## src/rtl/bk_pkg.sv

```systemverilog
// Shared types and helpers for the pipelined Brent-Kung adder/subtractor.
//   op_e          : operation select (OP_ADD / OP_SUB)
//   pg_t          : one bit position's propagate/generate pair; vectors are
//                   built as packed arrays pg_t [WIDTH-1:0]
//   clog2_levels  : prefix-tree depth for a given width, usable in localparams
package bk_pkg;

  typedef enum logic {
    OP_ADD = 1'b0,
    OP_SUB = 1'b1
  } op_e;

  typedef struct packed {
    logic p;
    logic g;
  } pg_t;

  function automatic int clog2_levels(input int width);
    int n;
    n = 0;
    for (int k = 0; k < 31; k++) begin
      if ((1 << k) < width) n = k + 1;
    end
    return n;
  endfunction

endpackage

```

## src/rtl/bk_prefix_cell.sv

```systemverilog
// Brent-Kung black cell: merges a high group (hi) with the adjacent lower
// group (lo) into one combined propagate/generate pair.
//   p_hi_i, g_hi_i : P/G of the more significant group
//   p_lo_i, g_lo_i : P/G of the less significant group
//   p_o, g_o       : combined group P/G
module bk_prefix_cell (
  input  logic p_hi_i,
  input  logic g_hi_i,
  input  logic p_lo_i,
  input  logic g_lo_i,
  output logic p_o,
  output logic g_o
);

  assign p_o = p_hi_i & p_lo_i;
  assign g_o = g_hi_i | (p_hi_i & g_lo_i);

endmodule

```

## src/rtl/bk_adder_pipe.sv

```systemverilog
// Three-stage pipelined Brent-Kung adder/subtractor with valid/ready on both
// sides. S1 forms per-bit P/G (carry-in folded into bit 0), S2 runs the
// up-sweep, S3 runs the down-sweep and forms sum and flags.
//
// Ports:
//   clk_i, rst_i        : clock, synchronous active-high reset
//   valid_i / ready_o   : input handshake
//   a_i, b_i, carry_i   : operands and carry-in (carry-in ignored in SUB)
//   op_i                : OP_ADD / OP_SUB
//   valid_o / ready_i   : output handshake
//   sum_o, carry_o      : result and carry-out (SUB: 1 = no borrow)
//   overflow_o, zero_o  : signed overflow, sum == 0
//
// Build option: define BK_ADDER_PIPE_FLAGS_EN to compute overflow_o/zero_o;
// without it both are tied low and the sign-bit pipeline is absent.
module bk_adder_pipe
  import bk_pkg::*;
#(
  parameter int WIDTH = 16
) (
  input  logic             clk_i,
  input  logic             rst_i,
  input  logic             valid_i,
  output logic             ready_o,
  input  logic [WIDTH-1:0] a_i,
  input  logic [WIDTH-1:0] b_i,
  input  logic             carry_i,
  input  op_e              op_i,
  output logic             valid_o,
  input  logic             ready_i,
  output logic [WIDTH-1:0] sum_o,
  output logic             carry_o,
  output logic             overflow_o,
  output logic             zero_o
);

  localparam int LVL = clog2_levels(WIDTH);

  if (WIDTH < 8 || WIDTH > 64 || (WIDTH & (WIDTH - 1)) != 0) begin : g_bad_width
    $error("bk_adder_pipe: WIDTH must be a power of two in 8..64");
  end

  // ---------------------------------------------------------------- control
  logic s1_v_q, s2_v_q, s3_v_q;
  logic s1_v_d, s2_v_d, s3_v_d;
  logic s1_free, s2_free, s3_free;
  logic s1_ld, s2_ld, s3_ld;

  // A stage can take new data if it is empty or its content moves on now;
  // this chains combinationally from ready_i back to ready_o.
  assign s3_free = !s3_v_q || ready_i;
  assign s2_free = !s2_v_q || s3_free;
  assign s1_free = !s1_v_q || s2_free;
  assign ready_o = s1_free;

  assign s1_ld = s1_free && valid_i;
  assign s2_ld = s2_free && s1_v_q;
  assign s3_ld = s3_free && s2_v_q;

  always_comb begin
    s1_v_d = s1_free ? valid_i : s1_v_q;
    s2_v_d = s2_free ? s1_v_q  : s2_v_q;
    s3_v_d = s3_free ? s2_v_q  : s3_v_q;
  end

  always_ff @(posedge clk_i) begin
    if (rst_i) begin
      s1_v_q <= 1'b0;
      s2_v_q <= 1'b0;
      s3_v_q <= 1'b0;
    end else begin
      s1_v_q <= s1_v_d;
      s2_v_q <= s2_v_d;
      s3_v_q <= s3_v_d;
    end
  end

  assign valid_o = s3_v_q;

  // ---------------------------------------------------------------- S1
  logic [WIDTH-1:0] b_eff;
  logic             cin_eff;
  pg_t  [WIDTH-1:0] s1_pg_d, s1_pg_q;
  logic             s1_cin_q;

  always_comb begin
    b_eff   = (op_i == OP_SUB) ? ~b_i : b_i;
    cin_eff = (op_i == OP_SUB) ? 1'b1 : carry_i;
    for (int i = 0; i < WIDTH; i++) begin
      s1_pg_d[i].p = a_i[i] ^ b_eff[i];
      s1_pg_d[i].g = a_i[i] & b_eff[i];
    end
    // Folding cin into G0 makes every group G a true carry-out.
    s1_pg_d[0].g = s1_pg_d[0].g | (s1_pg_d[0].p & cin_eff);
  end

  always_ff @(posedge clk_i) begin
    if (s1_ld) begin
      s1_pg_q  <= s1_pg_d;
      s1_cin_q <= cin_eff;
    end
  end

  // ---------------------------------------------------------------- S2
  // Up-sweep: at level l, node i with (i+1) a multiple of 2^(l+1) absorbs
  // the group ending 2^l below it.
  for (genvar l = 0; l < LVL; l++) begin : g_up
    pg_t [WIDTH-1:0] prv;
    pg_t [WIDTH-1:0] nxt;
    if (l == 0) begin : g_src
      assign prv = s1_pg_q;
    end else begin : g_src
      assign prv = g_up[l-1].nxt;
    end
    for (genvar i = 0; i < WIDTH; i++) begin : g_bit
      if (((i + 1) % (2 << l)) == 0) begin : g_cell
        bk_prefix_cell u_cell (
          .p_hi_i (prv[i].p),
          .g_hi_i (prv[i].g),
          .p_lo_i (prv[i-(1<<l)].p),
          .g_lo_i (prv[i-(1<<l)].g),
          .p_o    (nxt[i].p),
          .g_o    (nxt[i].g)
        );
      end else begin : g_pass
        assign nxt[i] = prv[i];
      end
    end
  end

  pg_t  [WIDTH-1:0] s2_grp_q;
  logic [WIDTH-1:0] s2_p_q;
  logic             s2_cin_q;
  logic [WIDTH-1:0] s1_raw_p;

  always_comb begin
    for (int i = 0; i < WIDTH; i++) s1_raw_p[i] = s1_pg_q[i].p;
  end

  always_ff @(posedge clk_i) begin
    if (s2_ld) begin
      s2_grp_q <= g_up[LVL-1].nxt;
      s2_p_q   <= s1_raw_p;
      s2_cin_q <= s1_cin_q;
    end
  end

  // ---------------------------------------------------------------- S3
  // Down-sweep: at level l (from LVL-2 down to 0), nodes at 3*2^l-1 stepping
  // by 2^(l+1) pick up the full prefix sitting 2^l below them.
  for (genvar d = 0; d < LVL - 1; d++) begin : g_dn
    localparam int L = LVL - 2 - d;
    pg_t [WIDTH-1:0] prv;
    pg_t [WIDTH-1:0] nxt;
    if (d == 0) begin : g_src
      assign prv = s2_grp_q;
    end else begin : g_src
      assign prv = g_dn[d-1].nxt;
    end
    for (genvar i = 0; i < WIDTH; i++) begin : g_bit
      if (((i + 1) % (2 << L)) == (1 << L) && (i + 1) > (2 << L)) begin : g_cell
        bk_prefix_cell u_cell (
          .p_hi_i (prv[i].p),
          .g_hi_i (prv[i].g),
          .p_lo_i (prv[i-(1<<L)].p),
          .g_lo_i (prv[i-(1<<L)].g),
          .p_o    (nxt[i].p),
          .g_o    (nxt[i].g)
        );
      end else begin : g_pass
        assign nxt[i] = prv[i];
      end
    end
  end

  logic [WIDTH-1:0] carry_vec;
  logic [WIDTH-1:0] dn_p;
  logic             unused_dn_p;
  logic [WIDTH-1:0] sum_d;
  logic             carry_d;
  logic [WIDTH-1:0] sum_q;
  logic             carry_q;

  always_comb begin
    for (int i = 0; i < WIDTH; i++) begin
      carry_vec[i] = g_dn[LVL-2].nxt[i].g;
      dn_p[i]      = g_dn[LVL-2].nxt[i].p;
    end
    sum_d[0] = s2_p_q[0] ^ s2_cin_q;
    for (int i = 1; i < WIDTH; i++) sum_d[i] = s2_p_q[i] ^ carry_vec[i-1];
    carry_d = carry_vec[WIDTH-1];
  end

  // Group propagates are not needed once all carries are known.
  assign unused_dn_p = ^dn_p;

  always_ff @(posedge clk_i) begin
    if (rst_i) begin
      sum_q   <= '0;
      carry_q <= 1'b0;
    end else if (s3_ld) begin
      sum_q   <= sum_d;
      carry_q <= carry_d;
    end
  end

  assign sum_o   = sum_q;
  assign carry_o = carry_q;

`ifdef BK_ADDER_PIPE_FLAGS_EN
  logic s1_as_q, s1_bs_q, s2_as_q, s2_bs_q;
  logic ovf_d, zero_d, ovf_q, zero_q;

  always_ff @(posedge clk_i) begin
    if (s1_ld) begin
      s1_as_q <= a_i[WIDTH-1];
      s1_bs_q <= b_eff[WIDTH-1];
    end
    if (s2_ld) begin
      s2_as_q <= s1_as_q;
      s2_bs_q <= s1_bs_q;
    end
  end

  always_comb begin
    ovf_d  = (s2_as_q == s2_bs_q) && (sum_d[WIDTH-1] != s2_as_q);
    zero_d = (sum_d == '0);
  end

  always_ff @(posedge clk_i) begin
    if (rst_i) begin
      ovf_q  <= 1'b0;
      zero_q <= 1'b0;
    end else if (s3_ld) begin
      ovf_q  <= ovf_d;
      zero_q <= zero_d;
    end
  end

  assign overflow_o = ovf_q;
  assign zero_o     = zero_q;
`else
  assign overflow_o = 1'b0;
  assign zero_o     = 1'b0;
`endif

endmodule
```

## config.mk

```make
export PLATFORM = sky130hd
export DESIGN_NAME = bk_adder_pipe
export DESIGN_NICKNAME = d
export VERILOG_FILES = /design/src/rtl/bk_pkg.sv /design/src/rtl/bk_prefix_cell.sv /design/src/rtl/bk_adder_pipe.sv
export SDC_FILE = /design/constraint.sdc
export NUM_CORES = 1
export LEC_CHECK = 0
export BUFFER_PORTS_ARGS = -buffer_cell sky130_fd_sc_hd__clkbuf_2
export CORE_MARGIN = 4
export CORE_UTILIZATION = 55
export DETAILED_ROUTE_END_ITERATION = 12
export PLACE_DENSITY = 0.78
export SLEW_MARGIN = 20
export SYNTH_ARGS = -nofsm -noshare
export SYNTH_HDL_FRONTEND = slang
export SYNTH_SLANG_ARGS = --single-unit
export TNS_END_PERCENT = 100
```

## constraint.sdc

```tcl
create_clock -name clk_i -period 4.9 [get_ports clk_i]
set_clock_uncertainty 0.15 [all_clocks]
set_input_delay 0 -clock clk_i [delete_from_list [all_inputs] [get_ports clk_i]]
set_output_delay 0 -clock clk_i [all_outputs]
set_load 0.01 [all_outputs]
```

==> flow_metrics.env <==
export IMPL_finalSetupTns_ns=0
export IMPL_maxSlewViolCount=0
export IMPL_min_path_cells=4
export IMPL_gp_congestion=0.7238
export IMPL_cp_start_kind="flop"
export IMPL_p_per_area_mw_per_mm2=367.8
export IMPL_io_buffers=56
export IMPL_r2r_start="valid_o$_SDFFE_PP0P_"
export IMPL_irDropWorstVdd_v=0.0002447
export IMPL_cp_startpoint="valid_o$_SDFFE_PP0P_"
export IMPL_ant_nets=0
export IMPL_cts_resized=0
export IMPL_slew_headroom=0.5363
export IMPL_num_io_pins=59
export IMPL_critPathKind="flop to flop"
export IMPL_maxCapViolCount=0
export IMPL_ys_types=27
export IMPL_worst_path_max_fanout=7
export IMPL_cts_htree_levels=3
export IMPL_synth_cell_area_mm2=0.003552
export IMPL_period_minus_slack_ns=1.838
export IMPL_worst_pin_slew_ns=0.6924
export IMPL_area_growth_syn_to_layout_pct=34.13
export IMPL_vias_per_cell=5.002
export IMPL_ys_warn_count=0
export IMPL_cts_sinks=90
export IMPL_first_pass_iters=5
export IMPL_place_hpwl_um=3802
export IMPL_nNetsFinal=416
export IMPL_dr_total_vias=2186
export IMPL_hold_violations=0
export IMPL_worstPathArrival_ns=1.97
export IMPL_cts_tree="yes"
export IMPL_drc=0
export IMPL_clkLatencyLatePin_ns=0.35
export IMPL_start_util=0.5626
export IMPL_nFillCells=386
export IMPL_drive_gt1_frac=0.2194
export IMPL_grt_overflow=0
export IMPL_rsz0062_at_grt="no"
export IMPL_place_area_mm2=0.003911
export IMPL_hold_start="b_i[0]"
export IMPL_status="complete, no violations"
export IMPL_numCtsBuffers=9
export IMPL_grt_use_total=0.1782
export IMPL_synth_seq_cells=90
export IMPL_coreArea_mm2=0.006314
export IMPL_multi_input_area_mm2=0.001031
export IMPL_p_leak_nw=1.919
export IMPL_antenna_cells_inserted=0
export IMPL_cts_buffer_depth=2
export IMPL_post_cts_buffers=0
export IMPL_yosysSeqAreaShare=0.7045
export IMPL_wl_um=6410
export IMPL_die_h_um=88.37
export IMPL_drtIter0Drc=106
export IMPL_final_seq_area_mm2=0.002502
export IMPL_fin_crit_sh=0.3752
export IMPL_max_clock_freq_ghz=0.5439
export IMPL_totalPowerFinal_mw=1.752
export IMPL_clk_pin_slew_ns=0.08
export IMPL_worstPathRequired_ns=5.03
export IMPL_dieArea_mm2=0.007808
export IMPL_setup_viol=0
export IMPL_syn_area_per_cell_um2=14.74
export IMPL_end_kind="flop"
export IMPL_grt_pass1_wl_um=10290
export IMPL_antenna_found_initial=0
export IMPL_cts_root_buf="clkbuf_8"
export IMPL_reg2reg_depth=4
export IMPL_min_path_type="input port to flop"
export IMPL_synthCells=241
export IMPL_drt_wirelength_per_cell_um=14.67
export IMPL_final_area_mm2=0.004765
export IMPL_fp_dieW_um=88.37
export IMPL_fp_row_count=29
export IMPL_grt_max_degree=38
export IMPL_grt_pass1_vias=2165
[cell usage after synthesis, drive strengths merged]
cell,number,share of area
and3,2,0.0035
ha,23,0.081
nor2b,2,0.0042
nand2b,1,0.0018
dfxtp,20,0.11
clkbuf,2,0.0021
a31oi,1,0.0018
and2,3,0.0053
buf,7,0.011
a41o,1,0.0028
a21oi,17,0.024
a21o,13,0.027
a221o,1,0.0028
a211oi,2,0.0042
inv,1,0.0011
nand3,1,0.0014
or2,1,0.0018
a31o,4,0.0099
a21boi,1,0.0021
conb,1,0.0011
xor2,16,0.039
nor2,12,0.013
edfxtp,70,0.59
xnor2,9,0.022
nand2,30,0.032
[final cells by class]
type	instances	share of cell area
clock inverter	7	0.02967
tap	77	0.02022
timing repair buffer	111	0.1817
inverter	1	0.0007878
multi-input combinational	142	0.2164
sequential	90	0.5252
clock buffer	9	0.02600
[power breakdown]
group	internal [mW]	switching, mW
clock	0.390	0.250
sequential	0.896	0.0291
combinational	0.105	0.0815
[sequential cells by signal (all words and copies together) (netlist names)]
name,cells
carry_vec,4
s1_cin_q,1
s2_cin_q,1
s1_v_q,1
g_up.prv,16
g_dn.prv,2
s2_p_q,16
s2_v_q,1
valid_o,1
g_dn.nxt,13
carry_o,1
sum_o,16
carry_d,1
g_up.nxt,16
[stage by stage]
step                      worst slack, ns  cells  hold WS [ns]  utilization
final                               3.062    437       0.06978       0.7547
after global routing                2.907    437        0.1121       0.7547
after CTS                           2.852    435       0.04541       0.7455
after detailed placement            2.871    366        0.1373       0.6195
after global placement              2.933    366        0.1299       0.6195
after floorplan                     1.009    242     0.0005334            -
[worst max-delay path, cell delays in order, from the launching register on]
cell,delay [ns]
dfxtp_1,0.32
nor2b_2,0.38
nand3_1,0.17
a21oi_1,0.18
dlygate4sd3_1,0.58
[what timing repair did]
item | 4_1_cts | 5_1_grt
hold endpoints to repair | 53 | 0
hold buffers | 53 | 0
endpoints found under the setup margin | 0 | 0
[path summary, 6_finish.rpt]
path / to / slack [ns]
max: s1_v_q$_SDFFE_PP0N_ / 3.06
max reg2reg: s1_v_q$_SDFFE_PP0N_ / 3.06
min: g_up[0].nxt[0]$_DFFE_PP_ / 0.07
min reg2reg: s2_cin_q$_DFFE_PP_ / 0.29
[routing by layer]
| metal | GRT usage | vias to the layer above | wire [um] |
|---|---|---|---|
| li1 | - | 1097 | - |
| met1 | 0.2179 | 1030 | 2758 |
| met2 | 0.3120 | 52 | 3298 |
| met3 | 0.04283 | 7 | 263 |
| met4 | 0.05769 | 0 | 90 |
| met5 | 0 | - | 0 |
[cells in the final DEF (no fill, tap or decap)]
master,instances
a211oi_1,2
a21boi_4,1
a21o_1,13
a21oi_1,17
a221o_1,1
a31o_1,4
a31oi_4,1
a41o_1,1
and2_1,3
and3_1,2
buf_16,2
bufinv_16,4
clkbuf_2,56
clkbuf_8,9
clkinv_2,1
clkinv_4,1
clkinvlp_4,1
conb_1,2
dfxtp_1,20
dlygate4sd3_1,53
edfxtp_1,70
ha_1,23
inv_1,1
nand2_1,30
nand2b_1,1
nand3_1,1
nor2_1,12
nor2b_2,2
or2_2,1
xnor2_1,9
xor2_1,16
[cell families after synthesis]
kind of cell,count (synthesis),synth area share
xor+xnor,25,0.06164
other cells,1,0.001056
simple gates,52,0.06235
flops,90,0.7045
fa+ha+maj,23,0.08102
buf+inv,10,0.01444
compound gates,40,0.07502
Power figures use the tool's default switching activity.
